File: src/rtl/fsm_pkg.sv
// +----------------------------------------------------------------------------+
// | fsm_pkg: shared widths and divider reset values for the PIO FSM cluster.   |
// | Revision: 1.0                                                              |
// +----------------------------------------------------------------------------+
`default_nettype none

package fsm_pkg;

  localparam int NUM_FSM    = 4;
  localparam int DIV_INT_W  = 16;
  localparam int DIV_FRAC_W = 8;

  localparam logic [DIV_INT_W-1:0]  DIV_INT_RST  = 16'd1;
  localparam logic [DIV_FRAC_W-1:0] DIV_FRAC_RST = 8'd0;

  typedef logic [NUM_FSM-1:0] fsm_mask_t;

endpackage

`default_nettype wire

File: src/rtl/fsm_clock_divider.sv
// +----------------------------------------------------------------------------+
// | fsm_clock_divider: fractional divider and run control for one FSM.         |
// | Revision: 1.0                                                              |
// +----------------------------------------------------------------------------+
`default_nettype none

module fsm_clock_divider
  import fsm_pkg::*;
#(
  parameter int INT_W  = DIV_INT_W,
  parameter int FRAC_W = DIV_FRAC_W
) (
  input  logic              clk,
  input  logic              rst,
  input  logic              cfg_wr_i,
  input  logic [INT_W-1:0]  cfg_int_i,
  input  logic [FRAC_W-1:0] cfg_frac_i,
  input  logic              enable_set_i,
  input  logic              enable_clr_i,
  input  logic              restart_i,
  output logic              enabled_o,
  output logic              tick_o
);

  logic              en_q, en_d;
  logic [INT_W-1:0]  int_q, int_d;
  logic [FRAC_W-1:0] frac_q, frac_d;
  logic [INT_W-1:0]  cnt_q, cnt_d;
  logic [FRAC_W-1:0] acc_q, acc_d;
  logic              enabled_q;
  logic              tick_q;

  logic              w_fire;
  logic              w_start;
  logic [FRAC_W-1:0] w_frac_eff;
  logic [FRAC_W:0]   w_acc_sum;

  always_comb begin
    w_fire     = en_q && (cnt_q == '0);
    w_start    = enable_set_i && !en_q && !enable_clr_i;
    // An integer part of zero encodes the maximum count; the fraction is ignored there.
    w_frac_eff = (int_q == '0) ? '0 : frac_q;
    w_acc_sum  = {1'b0, acc_q} + {1'b0, w_frac_eff};

    en_d   = en_q;
    cnt_d  = cnt_q;
    acc_d  = acc_q;
    int_d  = int_q;
    frac_d = frac_q;

    if (w_fire) begin
      acc_d = w_acc_sum[FRAC_W-1:0];
      cnt_d = int_q - INT_W'(1) + INT_W'(w_acc_sum[FRAC_W]);
    end else if (en_q) begin
      cnt_d = cnt_q - INT_W'(1);
    end

    if (enable_clr_i) begin
      en_d = 1'b0;
    end else if (w_start) begin
      en_d = 1'b1;
    end

    if (restart_i || w_start) begin
      cnt_d = '0;
      acc_d = '0;
    end

    if (cfg_wr_i) begin
      int_d  = cfg_int_i;
      frac_d = cfg_frac_i;
    end
  end

  // Outputs are one stage behind the run state so the first tick and the
  // enabled flag become visible together.
  always_ff @(posedge clk or posedge rst) begin
    if (rst) begin
      en_q      <= 1'b0;
      int_q     <= INT_W'(DIV_INT_RST);
      frac_q    <= FRAC_W'(DIV_FRAC_RST);
      cnt_q     <= '0;
      acc_q     <= '0;
      enabled_q <= 1'b0;
      tick_q    <= 1'b0;
    end else begin
      en_q      <= en_d;
      int_q     <= int_d;
      frac_q    <= frac_d;
      cnt_q     <= cnt_d;
      acc_q     <= acc_d;
      enabled_q <= en_q;
      tick_q    <= w_fire;
    end
  end

  assign enabled_o = enabled_q;
  assign tick_o    = tick_q;

endmodule

`default_nettype wire

File: src/rtl/fsm_clock_sequencer.sv
// +----------------------------------------------------------------------------+
// | fsm_clock_sequencer: per-FSM execute ticks from fractional dividers.       |
// | Revision: 1.0                                                              |
// +----------------------------------------------------------------------------+
`default_nettype none

module fsm_clock_sequencer #(
  parameter int NUM_FSM    = fsm_pkg::NUM_FSM,
  parameter int DIV_INT_W  = fsm_pkg::DIV_INT_W,
  parameter int DIV_FRAC_W = fsm_pkg::DIV_FRAC_W
) (
  input  logic                       clk,
  input  logic                       rst,
  input  logic                       cfg_wr,
  input  logic [$clog2(NUM_FSM)-1:0] cfg_sel,
  input  logic [DIV_INT_W-1:0]       cfg_int,
  input  logic [DIV_FRAC_W-1:0]      cfg_frac,
  input  logic [NUM_FSM-1:0]         enable_set,
  input  logic [NUM_FSM-1:0]         enable_clr,
  input  logic [NUM_FSM-1:0]         restart,
  output logic [NUM_FSM-1:0]         fsm_enabled,
  output logic [NUM_FSM-1:0]         fsm_tick
);

  localparam int SEL_W = $clog2(NUM_FSM);

  logic [NUM_FSM-1:0] w_wr_sel;

  for (genvar i = 0; i < NUM_FSM; i++) begin : g_fsm
    assign w_wr_sel[i] = cfg_wr && (cfg_sel == SEL_W'(i));

    fsm_clock_divider #(
      .INT_W  (DIV_INT_W),
      .FRAC_W (DIV_FRAC_W)
    ) u_div (
      .clk          (clk),
      .rst          (rst),
      .cfg_wr_i     (w_wr_sel[i]),
      .cfg_int_i    (cfg_int),
      .cfg_frac_i   (cfg_frac),
      .enable_set_i (enable_set[i]),
      .enable_clr_i (enable_clr[i]),
      .restart_i    (restart[i]),
      .enabled_o    (fsm_enabled[i]),
      .tick_o       (fsm_tick[i])
    );
  end

endmodule

`default_nettype wire

File: config.mk
export PLATFORM = sky130hd
export DESIGN_NAME = fsm_clock_sequencer
export DESIGN_NICKNAME = d
export VERILOG_FILES = /design/src/rtl/fsm_pkg.sv /design/src/rtl/fsm_clock_divider.sv /design/src/rtl/fsm_clock_sequencer.sv
export SDC_FILE = /design/constraint.sdc
export NUM_CORES = 1
export LEC_CHECK = 0
export BUFFER_PORTS_ARGS = -buffer_cell sky130_fd_sc_hd__clkbuf_2
export CORE_MARGIN = 1.5
export CORE_UTILIZATION = 60
export CTS_CLUSTER_SIZE = 40
export DETAILED_ROUTE_END_ITERATION = 6
export PLACE_DENSITY = 0.77
export SLEW_MARGIN = 20
export SYNTH_ARGS = -nofsm -noshare
export SYNTH_HDL_FRONTEND = slang
export SYNTH_HIERARCHICAL = 1
export SYNTH_SLANG_ARGS = --single-unit
File: constraint.sdc
create_clock -name clk -period 10.46 [get_ports clk]
set_input_delay 0.523 -clock clk [delete_from_list [all_inputs] [get_ports clk]]
set_output_delay 0.523 -clock clk [all_outputs]
set_load 0.01 [all_outputs]
# == Word level (Yosys, flattened, before mapping) ==
# Cells that the tools add are included.
# op_classes
reduce_logical,49
add_sub_neg,16
muxes,32
n_eq_ne,3
# op_table
operator,count
$mux 16,12
$logic_not 16->1,8
$sub 16x1->16 const B,8
$mux 8,12
$add 16x1->16,4
$add 8x8->9,4
$logic_and 1x1->1,16
$reduce_bool 2->1,8
$reduce_bool 3->1,4
$logic_not 1->1,8
$mux 1,8
$eq 2x2->1 const B,2
$logic_or 1x1->1,4
$eq 2x1->1 const B,1
$logic_not 2->1,1
# word_totals
word_cells,128
out_inout_bits,8
ff_bits,204
inputBits,41

# == Longest topological paths before layout ==
# depth
depth_word,6
ltp_mapped,21
mapped_depth_nobuf,19

# == Modules after synthesis ==
# The synthesis kept the hierarchy.
# modules_own_cells
module,area_per_inst_um2,n_inst,cells_per_inst,seq_area_each_um2
fsm_clock_divider (g_fsm[0].u_div ...),3046.7,2,318,1277.5
fsm_clock_divider (g_fsm[2].u_div),2997.9,1,307,1277.5
fsm_clock_divider (g_fsm[3].u_div),2991.6,1,306,1277.5
fsm_clock_sequencer,37.5,1,4,0.0

# == Least setup slack after synthesis ==
# No wires, ideal clock.
# synth_path
kind,register to register
from,register g_fsm[3].u_div.int_q[7]
to,register g_fsm[3].u_div.cnt_q[10]
period_less_slack_ns,4.777
stages_incl_launch_ff,22
n_path_buf,2
path_slack_ns,5.683
arrival_time_ns,4.647
setup_ns,0.130
required_time_ns,10.330
path_cell_list,dfrtp_1 nor4_1 nand3b_1 or4_1 clkbuf_1 and2_1 ha_1 inv_1 fa_1 nor2b_1 o31a_1 o311a_1 o21a_1 nor2_1 ha_1 ha_1 inv_1 or3_1 buf_2 or4_4 xor2_1 a22oi_2
# synth_between
elab_chain_len,6
elab_cells_between_ends,7
classes_between,3 x add/sub; 3 x mux; 1 x reduce/logical
# synth_lines
element,line_no,source
from (decl),fsm_clock_divider.sv:26,"logic [INT_W-1:0] int_q, int_d;"
from (signal assigned),fsm_clock_divider.sv:80,int_q <= INT_W'(DIV_INT_RST);
from (signal assigned),fsm_clock_divider.sv:88,int_q <= int_d;
$logic_not 16->1,fsm_clock_divider.sv:42,w_frac_eff = (int_q == '0) ? '0 : frac_q;
$mux 8,fsm_clock_divider.sv:42,
$add 8x8->9,fsm_clock_divider.sv:43,"w_acc_sum = {1'b0, acc_q} + {1'b0, w_frac_eff};"
$add 16x1->16 *,fsm_clock_divider.sv:53,cnt_d = int_q - INT_W'(1) + INT_W'(w_acc_sum[FRAC_W]);
$mux 16 *,fsm_clock_divider.sv:51,if (w_fire) begin
$mux 16 *,fsm_clock_divider.sv:64,if (restart_i || w_start) begin
to (signal assigned),fsm_clock_divider.sv:90,cnt_q <= cnt_d;
to (decl),fsm_clock_divider.sv:28,"logic [INT_W-1:0] cnt_q, cnt_d;"
# Mark *: on every way between the ends. The rest lies on a longest branch, timed or not.
# A chain may end at the register's enable or synchronous reset.

# == Worst setup path after layout ==
# layout_path
from,register g_fsm[2].u_div.int_q[7]
to,register g_fsm[2].u_div.cnt_q[10]
# layout_between
elab_chain_len,6
elab_cells_between_ends,7
classes_between,3 x add/sub; 3 x mux; 1 x reduce/logical
# layout_lines
element,line_no
from (decl),fsm_clock_divider.sv:26
from (signal assigned),fsm_clock_divider.sv:80
from (signal assigned),fsm_clock_divider.sv:88
$logic_not 16->1,fsm_clock_divider.sv:42
$mux 8,fsm_clock_divider.sv:42
$add 8x8->9,fsm_clock_divider.sv:43
$add 16x1->16 *,fsm_clock_divider.sv:53
$mux 16 *,fsm_clock_divider.sv:51
$mux 16 *,fsm_clock_divider.sv:64
to (signal assigned),fsm_clock_divider.sv:90
to (decl),fsm_clock_divider.sv:28
# Marks and branches as above.

==> run metrics <==
outcome=finished, final reports clean; share of synthesized flip-flops with an asynchronous set or reset=1.00; Post-CTS Resized=0; drt via density=6.35; RD Place Congestion=0.889; Post-CTS Setup Inserts=0; Period Utilization, post-route=0.504; Max Clock Skew=17.8 ps; Hold Violations, Final=0; Worst EP arrival=5650 ps; min-delay worst type=input port to register; unrepaired setup endpoints after global routing=no; die area=21100 sq um; register area share after synthesis=0.422; TritonCTS clock tree=built; Site Rows=51; Comb pwr share=0.279; Post-synth EDFFs=0; clock slew at reported path FFs=60 ps; max-cap viol count=0; Primary FF master, synth=dfrtp_1; Worst EP required=10830 ps; initial antenna violation count=0; Worst-Skew Late Latency=520 ps; Crit Reg-Reg Startpoint=g_fsm[2].u_div/int_q[7]; Initial Utilization=0.617; Core Area=19700 sq um; grt total ovfl=0; Clock Sinks=204; # setup viols final=0; vias in the first global route=9739; Post-DP HPWL=20800 um; TritonCTS buffer count=23; largest net degree at the start of global routing=52; Yosys warning count=6; Post-Route WL=29800 um; via count=9879; # IOs=49; Switching Fraction=0.335; Antenna Cells=0; Hold Slack=166 ps; worst setup path start=g_fsm[2].u_div/int_q[7]; Pleak=0.00567 uW; H-tree depth=1; synthesized net count=1342; DR DRC count=0; hold_sp=enable_clr[2]; ratio of cells with drive above 1 in the final layout=0.174; startpoint type of the worst setup path=register; total track usage=0.287; synth unique cells=74; Layout Nets=1364; first-pass iteration count of the detailed router=5; Peak VDD IR=0.172 mV; Mapped Cells=1253; Worst Path Class, Setup=register to register; minimum clock period=5280 ps; die width=145 um; largest buffer count on any clock path=3; die height=145 um; kind of end point of the critical path=register; Slew headroom=0.207; first-pass GRT wire length=49500 um; clock share of power=0.337; Flop pwr share=0.385; crit-path max FO=8; Slew Viols, Final=0; setup TNS=0 ps; final antenna-violating net count=0; register bit count reported by yosys=204; design internal power=1800 uW; Root Buffer Master=clkbuf_16; Switch Pwr=908 uW; Port Buffers=48; Worst Tran Pin Value=1180 ps; Syn-to-layout area delta=10.0%; Peak Freq=190 MHz; Routed WL per cell=19.2 um; hold buffers post-CTS=0; Mapped Area=12100 sq um; mean area per synthesized cell=9.67 sq um; PD cells=203 nW/um^2; Iteration-0 DRC Markers=822
==> per-stage QoR <==
step / instances / area (sq um) / util / total power, uW / setup slack [ps]
6_report: 1556 / 13300 / 0.679 / 2710 / 5180
4_1_cts: 1555 / 13300 / 0.676 / 2710 / 5220
2_1_floorplan: 1253 / 12100 / - / 1620 / 5680
3_5_place_dp: 1514 / 12400 / 0.633 / 1790 / 5230
5_1_grt: 1556 / 13300 / 0.679 / 2860 / 4740
3_3_place_gp: 1514 / 12400 / 0.633 / 1770 / 5340
==> layout make-up <==
| cell class | count | area [sq um] |
|---|---|---|
| clock buffer | 31 | 646 |
| clock inverter | 10 | 204 |
| fill | 1532 | 6320 |
| inverter | 57 | 218 |
| multi-input combinational | 939 | 6570 |
| sequential | 204 | 5110 |
| tap | 265 | 332 |
| timing repair buffer | 50 | 259 |
==> Yosys cell counts (5+ instances only) <==
cell type	count	area share
and3_1	8	0.0041
a32o_1	6	0.0050
o21a_1	8	0.0050
a211oi_1	16	0.0099
inv_1	57	0.018
a21oi_1	70	0.029
clkbuf_1	24	0.0074
nor2b_1	24	0.012
buf_2	13	0.0054
xor2_1	29	0.021
o311ai_0	11	0.0079
o41ai_1	6	0.0043
nand4b_1	6	0.0043
mux2_2	88	0.082
nand3_1	28	0.012
nor4_1	24	0.012
nand2b_1	10	0.0052
a21o_1	8	0.0050
and2_1	20	0.010
nor3_1	36	0.015
mux2i_1	8	0.0066
or4_1	20	0.012
xnor2_1	27	0.020
nand4_1	17	0.0088
nor2_1	84	0.026
dfrtp_1	200	0.41
o22ai_1	10	0.0052
o31a_1	6	0.0043
o21ai_0	55	0.023
ha_1	44	0.045
or2_2	6	0.0031
nor4_2	6	0.0062
o31ai_1	5	0.0031
buf_1	8	0.0025
or3_1	32	0.017
o211ai_1	9	0.0056
nand2_1	116	0.036
a31oi_1	6	0.0031
==> power groups by stage <==
| stage | Sequential (uW) | Clock [uW] | Combinational [uW] |
|---|---|---|---|
| 5_1_grt | 1060 | 957 | 841 |
| 2_1_floorplan | 1020 | 0 | 606 |
| 4_1_cts | 1040 | 923 | 747 |
| 6_report | 1040 | 912 | 755 |
| 3_5_place_dp | 1050 | 0 | 737 |
| 3_3_place_gp | 1050 | 0 | 722 |
==> path summary, 6_finish.rpt <==
check	end	slack, ps	cells past startpoint
max reg2reg	g_fsm[2].u_div/cnt_q[10]	5180	19
max in group asynchronous	g_fsm[3].u_div/acc_q[1]	9650	2
min reg2reg	g_fsm[2].u_div/cnt_q[14]	500	1
max	g_fsm[2].u_div/cnt_q[10]	5180	19
min in group asynchronous	g_fsm[1].u_div/int_q[5]	240	2
min	g_fsm[2].u_div/en_q	170	2
==> cells in the final DEF, fill, tap and decap left out, types with 27 or more instances in the layout <==
| cell | instances |
|---|---|
| dfrtp_1 | 200 |
| nand2_1 | 116 |
| mux2_2 | 88 |
| nor2_1 | 84 |
| a21oi_1 | 70 |
| o21ai_0 | 55 |
| inv_1 | 53 |
| clkbuf_2 | 48 |
| ha_1 | 44 |
| nor3_1 | 34 |
| or3_1 | 32 |
| xor2_1 | 29 |
| nand3_1 | 28 |
| xnor2_1 | 27 |
==> cells by family (layout without fill, tap and decap cells) <==
logic type / Yosys count / after routing / share of synthesized area
simple gates: 468 / 468 / 0.208
compound gates: 271 / 271 / 0.150
flops: 204 / 204 / 0.422
buf+inv: 110 / 148 / 0.0391
mux: 96 / 96 / 0.0884
xor+xnor: 56 / 56 / 0.0405
fa+ha+maj: 48 / 48 / 0.0520
==> per-layer routing <==
layer  wire, um  track usage  share of wire
met2      14200        0.467           0.47
met1      13200        0.397           0.44
met3       1510       0.0412          0.051
met5          0            0              0
met4        949       0.0918          0.032
==> worst max-delay path, stage by stage, from the launching register on <==
cell and delay (ps):
dfrtp_1 440, nor4_1 540, nand3b_1 220, or4_1 680
and2_1 230, ha_1 200, inv_1 80, fa_1 200
nor2b_1 70, o31a_1 260, o311a_1 320, o21a_1 170
nor2_1 120, ha_1 210, ha_1 190, inv_1 60
or3_1 450, or4_4 440, xor2_1 170, a22oi_2 70
==> flip-flops by register name, indices dropped and copies added (netlist names) <==
signal,cells
g_fsm.u_div/cnt_q,64
g_fsm.u_div/int_q,64
g_fsm.u_div/acc_q,32
g_fsm.u_div/frac_q,32
g_fsm.u_div/en_q,4
g_fsm.u_div/enabled_o,4
g_fsm.u_div/tick_o,4
Note: power is estimated with default switching activity, not from simulation.
